File: config.mk
export PLATFORM = sky130hd
export DESIGN_NAME = elbeth_pipeline_control
export DESIGN_NICKNAME = d
export VERILOG_FILES = /design/src/rtl/elbeth_pipeline_control_pkg.sv /design/src/rtl/elbeth_pipeline_control.sv
export SDC_FILE = /design/constraint.sdc
export NUM_CORES = 1
export LEC_CHECK = 0
export ABC_CLOCK_PERIOD_IN_PS = 1800
export BUFFER_PORTS_ARGS = -buffer_cell sky130_fd_sc_hd__buf_2
export CAP_MARGIN = 15
export CORE_MARGIN = 2
export CORE_UTILIZATION = 48
export CTS_CLUSTER_DIAMETER = 100
export DETAILED_ROUTE_END_ITERATION = 8
export MAX_ROUTING_LAYER = met4
export PLACE_DENSITY = 0.76
export SLEW_MARGIN = 20
export SYNTH_ARGS = -nofsm -noshare
export SYNTH_HDL_FRONTEND = slang
export SYNTH_SLANG_ARGS = --single-unit
export TNS_END_PERCENT = 1
File: constraint.sdc
create_clock -name clk -period 1.8 [get_ports clk]
set_input_delay 0.18 -clock clk [delete_from_list [all_inputs] [get_ports clk]]
set_output_delay 0.18 -clock clk [all_outputs]
set_load 0.01 [all_outputs]
File: src/rtl/elbeth_pipeline_control_pkg.sv
// Shared definitions for the ELBETH pipeline stall/flush sequencer:
// state encodings, the default divider latency and the load-use comparator.
package elbeth_pipeline_control_pkg;

  typedef enum logic [1:0] {
    PCTL_RUN  = 2'd0,
    PCTL_DIV  = 2'd1,
    PCTL_DONE = 2'd2
  } pctl_state_t;

  localparam int unsigned DIV_CYCLES_DEFAULT = 32;

  // A load in EX feeding a source register of the instruction in ID; r0 never hazards.
  function automatic logic is_load_use(
    input logic       ex_mem_read,
    input logic [4:0] ex_rt,
    input logic [4:0] id_rs,
    input logic [4:0] id_rt,
    input logic       id_uses_rt
  );
    return ex_mem_read && (ex_rt != 5'd0) &&
           ((ex_rt == id_rs) || (id_uses_rt && (ex_rt == id_rt)));
  endfunction

endpackage

File: src/rtl/elbeth_pipeline_control.sv
// Central stall/flush sequencer for the 5-stage ELBETH pipeline: fixed-priority
// hazard resolution, multi-cycle divider sequencing and exception redirect.
module elbeth_pipeline_control
  import elbeth_pipeline_control_pkg::*;
#(
  parameter int unsigned DIV_CYCLES = DIV_CYCLES_DEFAULT
) (
  input  logic       clk,
  input  logic       rst,
  input  logic       if_imem_busy,
  input  logic       mem_dmem_busy,
  input  logic [4:0] id_rs,
  input  logic [4:0] id_rt,
  input  logic       id_uses_rt,
  input  logic [4:0] ex_rt,
  input  logic       ex_mem_read,
  input  logic       id_branch_taken,
  input  logic       ex_div_start,
  input  logic       mem_except,
  output logic       pc_stall,
  output logic       if_id_stall,
  output logic       if_id_flush,
  output logic       id_ex_stall,
  output logic       id_ex_flush,
  output logic       ex_mem_stall,
  output logic       ex_mem_flush,
  output logic       mem_wb_stall,
  output logic       mem_wb_flush,
  output logic       exc_pc_sel,
  output logic       div_busy,
  output logic       div_done
);

  pctl_state_t state;
  logic [7:0]  cnt;

  logic load_use;
  logic exc_wait;
  logic exc_take;
  logic div_start;
  logic div_active;

  assign load_use   = is_load_use(ex_mem_read, ex_rt, id_rs, id_rt, id_uses_rt);
  assign exc_wait   = mem_except && (mem_dmem_busy || if_imem_busy);
  assign exc_take   = mem_except && !mem_dmem_busy && !if_imem_busy;
  // The start cycle already behaves as the first divider cycle.
  assign div_start  = (state == PCTL_RUN) && ex_div_start && !mem_except;
  assign div_active = (state == PCTL_DIV) || div_start;

  always_comb begin
    pc_stall     = 1'b0;
    if_id_stall  = 1'b0;
    if_id_flush  = 1'b0;
    id_ex_stall  = 1'b0;
    id_ex_flush  = 1'b0;
    ex_mem_stall = 1'b0;
    ex_mem_flush = 1'b0;
    mem_wb_stall = 1'b0;
    mem_wb_flush = 1'b0;
    exc_pc_sel   = 1'b0;
    div_busy     = 1'b0;
    div_done     = 1'b0;
    if (rst) begin
      div_busy = div_active;
      div_done = (state == PCTL_DONE);
      if (exc_wait || mem_dmem_busy) begin
        pc_stall     = 1'b1;
        if_id_stall  = 1'b1;
        id_ex_stall  = 1'b1;
        ex_mem_stall = 1'b1;
        mem_wb_flush = 1'b1;
      end else if (exc_take) begin
        if_id_flush  = 1'b1;
        id_ex_flush  = 1'b1;
        ex_mem_flush = 1'b1;
        mem_wb_flush = 1'b1;
        exc_pc_sel   = 1'b1;
      end else if (div_active) begin
        pc_stall     = 1'b1;
        if_id_stall  = 1'b1;
        id_ex_stall  = 1'b1;
        ex_mem_flush = 1'b1;
      end else if (if_imem_busy || load_use) begin
        // A taken branch in ID simply waits here and re-resolves later.
        pc_stall    = 1'b1;
        if_id_stall = 1'b1;
        id_ex_flush = 1'b1;
      end else if (id_branch_taken) begin
        if_id_flush = 1'b1;
      end
    end
  end

  always_ff @(posedge clk or negedge rst) begin
    if (!rst) begin
      state <= PCTL_RUN;
      cnt   <= 8'd0;
    end else if (exc_take) begin
      state <= PCTL_RUN;
      cnt   <= 8'd0;
    end else begin
      case (state)
        PCTL_RUN: begin
          if (div_start) begin
            state <= PCTL_DIV;
            cnt   <= 8'(DIV_CYCLES - 1);
          end
        end
        PCTL_DIV: begin
          // Leave as cnt reaches 0 so DIV spans DIV_CYCLES cycles with the start cycle.
          cnt <= cnt - 8'd1;
          if (cnt == 8'd1) state <= PCTL_DONE;
        end
        PCTL_DONE: begin
          if (!id_ex_stall) state <= PCTL_RUN;
        end
        default: begin
          state <= PCTL_RUN;
          cnt   <= 8'd0;
        end
      endcase
    end
  end

endmodule

==> metrics <==
Area growth, synth to finish=25.6%; post-route ant nets=0; distinct cell type count after synthesis=between 40 and 50; vias per cell=between 5 and 6; Req. time, crit path=1.62 ns; CP Data Arrival Time=1.59 ns; Post-synth EDFFs=0; Mean Syn Cell Area=roughly 8.3 sq um; yosys warns=0; clk slew on worst S/H paths=0.08 ns; initial antenna violation count=0; LEAKAGE=0.550 nW; die height=roughly 48 microns; crit path launch type=input port; Post-synth top flop=dfrtp_1; Initial Util=0.523; die footprint=approximately 2300 sq um; CTS max path bufs=2; # Max-Cap Violations=0; fraction of registers with async set/reset=1.00; Mapped Nets=about 140; Final Hold Fails=0; HPWL after detailed placement=about 1600 microns; # IOs=36; Final period util=0.981; Placed Cells=around 170; crit path time final=1.77 ns; Setup TNS Final=0 ns; sequential-to-total area share from yosys stat=0.271; total gr overflow=0; FP Rows=15; Fmax achieved=0.567 GHz; endpoint type of the worst setup path=primary output; CTS root buffer=clkbuf_4; Routed WL=roughly 2200 microns; PD cells=1110 nW/um^2; post-synthesis instance area=approximately 900 sq um; DRC viols=0; CP Max Fanout=6; Die Wd=about 48 microns; latest clock arrival within the worst-skew pair=0.28 ns; Final Max Tran Viols=0; # port buffers=34; CP Class=input port to primary output; CP max-delay cell=dlygate4sd3_1; first-pass GRT wire length=around 3400 microns; cells along the critical path=dlygate4sd3_1 -> buf_2 -> inv_1 -> nor2_1 -> a311o_1 -> buf_2; DR vias=about 930; Worst Hold Class=input port to flip-flop; max incr delay on CP=0.53 ns; Initial DRT Pass Iterations=5; largest net degree at the start of global routing=12; Synth Instances=about 110; vias in the first global route=~810; Final Skew=approximately 0.013 ns; Finished Layout Cells=around 170; DRT iter0 DRCs=14; maximum VDD drop=between 0.6 and 0.7 mV; status=completed; synthesis-stage register bit count=10; layout cells sized above 1=0.356; DR WL/cell=about 13 microns; Diodes inserted=0; CTS tree=yes; CORE AREA=1760 sq um; most numerous cell on the critical path=buf_2; clock sink count=10; Final setup viols=0; number of H-tree levels=1; Total Nets Final=173; overall routing resource usage=0.216; RD Place Congestion=0.797; setup bufs post-CTS=0; CTS buffer count=3
-- flip-flops by register name, indices dropped and copies added (netlist names) --
register / count
cnt: 8
state: 2
-- cell families (layout without fill, tap and decap cells) --
logic type                 Yosys count  after routing  synth area share
adders and majority gates            2              2            0.0271
muxes                                1              1            0.0122
buffers and inverters               13             48            0.0705
AOI/OAI and AO/OA                   35             35             0.281
DFF                                 10             10             0.271
other                                1              1           0.00406
and+or+nand+nor                     39             39             0.240
xor gates and xnor gates            10             10            0.0949
-- per-stage QoR --
step | instance area (sq um) | hold WS (ns) | total power, W | utilization | setup slack, ns
floorplan | 923 | -0.116 | 0.000896 | - | 0.0605
global placement | 1100 | 0.177 | 0.00103 | 0.624 | 0.102
detailed placement | 1100 | 0.177 | 0.00106 | 0.624 | 0.0405
CTS | 1150 | 0.273 | 0.00127 | 0.650 | 0.0158
global route | 1160 | 0.298 | 0.00139 | 0.657 | -0.0227
finish | 1160 | 0.278 | 0.00128 | 0.657 | 0.0348
-- power breakdown --
part           internal [W]  switching [W]  total [W]  leakage, nW
logic              0.000301       0.000333   0.000633        0.405
registers          0.000312       0.000123   0.000435        0.124
clock network      0.000123      0.0000905   0.000213       0.0210
total              0.000736       0.000546    0.00128        0.550
-- cell usage after synthesis, types with 2 or more instances --
master,instances,area (sq um)
a21oi_1,11,55.1
buf_4,4,30.0
dfrtp_1,10,250
ha_1,2,25.0
inv_1,7,26.3
nand2_1,6,22.5
nand2b_1,3,18.8
nor2_1,13,48.8
nor3_1,5,25.0
o21ai_0,4,20.0
o22a_1,2,17.5
o31a_1,2,17.5
o31ai_1,3,22.5
or2_1,2,12.5
xor2_1,9,78.8
-- cells in the final DEF, fill, tap and decap left out, types with 2 or more instances in the layout --
cell / n
buf_2: 34
nor2_1: 13
a21oi_1: 10
xor2_1: 9
dfrtp_1: 9
inv_1: 7
nand2_1: 6
nor3_1: 5
o21ai_0: 4
nand2b_1: 3
o31ai_1: 3
clkbuf_4: 3
o31a_1: 2
or2_1: 2
o22a_1: 2
ha_1: 2
buf_4: 2
-- layout make-up --
class	count	area (sq um)
clock buffer	4	36.3
fill	167	604
inverter	7	26.3
multi-input combinational	88	619
sequential	10	251
tap	25	31.3
timing repair buffer	37	195
-- path summary, 6_finish.rpt --
| path | startpoint | endpoint | slack, ns | depth (start not counted) |
|---|---|---|---|---|
| max | rst | id_ex_flush | 0.03 | 6 |
| min | mem_dmem_busy | cnt[0]$_DFFE_PN0P_ | 0.28 | 3 |
| max reg2reg | cnt[0]$_DFFE_PN0P_ | cnt[4]$_DFFE_PN0P_ | 0.25 | 6 |
| min reg2reg | cnt[7]$_DFFE_PN0P_ | cnt[7]$_DFFE_PN0P_ | 0.48 | 1 |
| max in group asynchronous | rst | state[1]$_DFFE_PN0P_ | 1.20 | 3 |
| min in group asynchronous | rst | cnt[0]$_DFFE_PN0P_ | 0.43 | 3 |
-- routing by layer --
layer  up-vias  GRT usage  wire length [microns]
li1        466          -                      -
met1       429      0.272                    994
met2        31      0.360                   1040
met3         2     0.0453                    105
met4         0     0.0324                     10
met5         -          -                      0
-- worst max-delay path, delay by kind of cell --
kind,cells,cell delay [ns]
AO/OA/AOI/OAI,1,0.31
AND/OR/NAND/NOR,1,0.09
buffers and inverters,4,1.00
-- timing repair --
item	CTS	global route
gates resized for setup	0	3
hold buffers	1	0
setup endpoints to repair	0	5
hold endpoints to repair	10	0
Power figures use the tool's default switching activity.
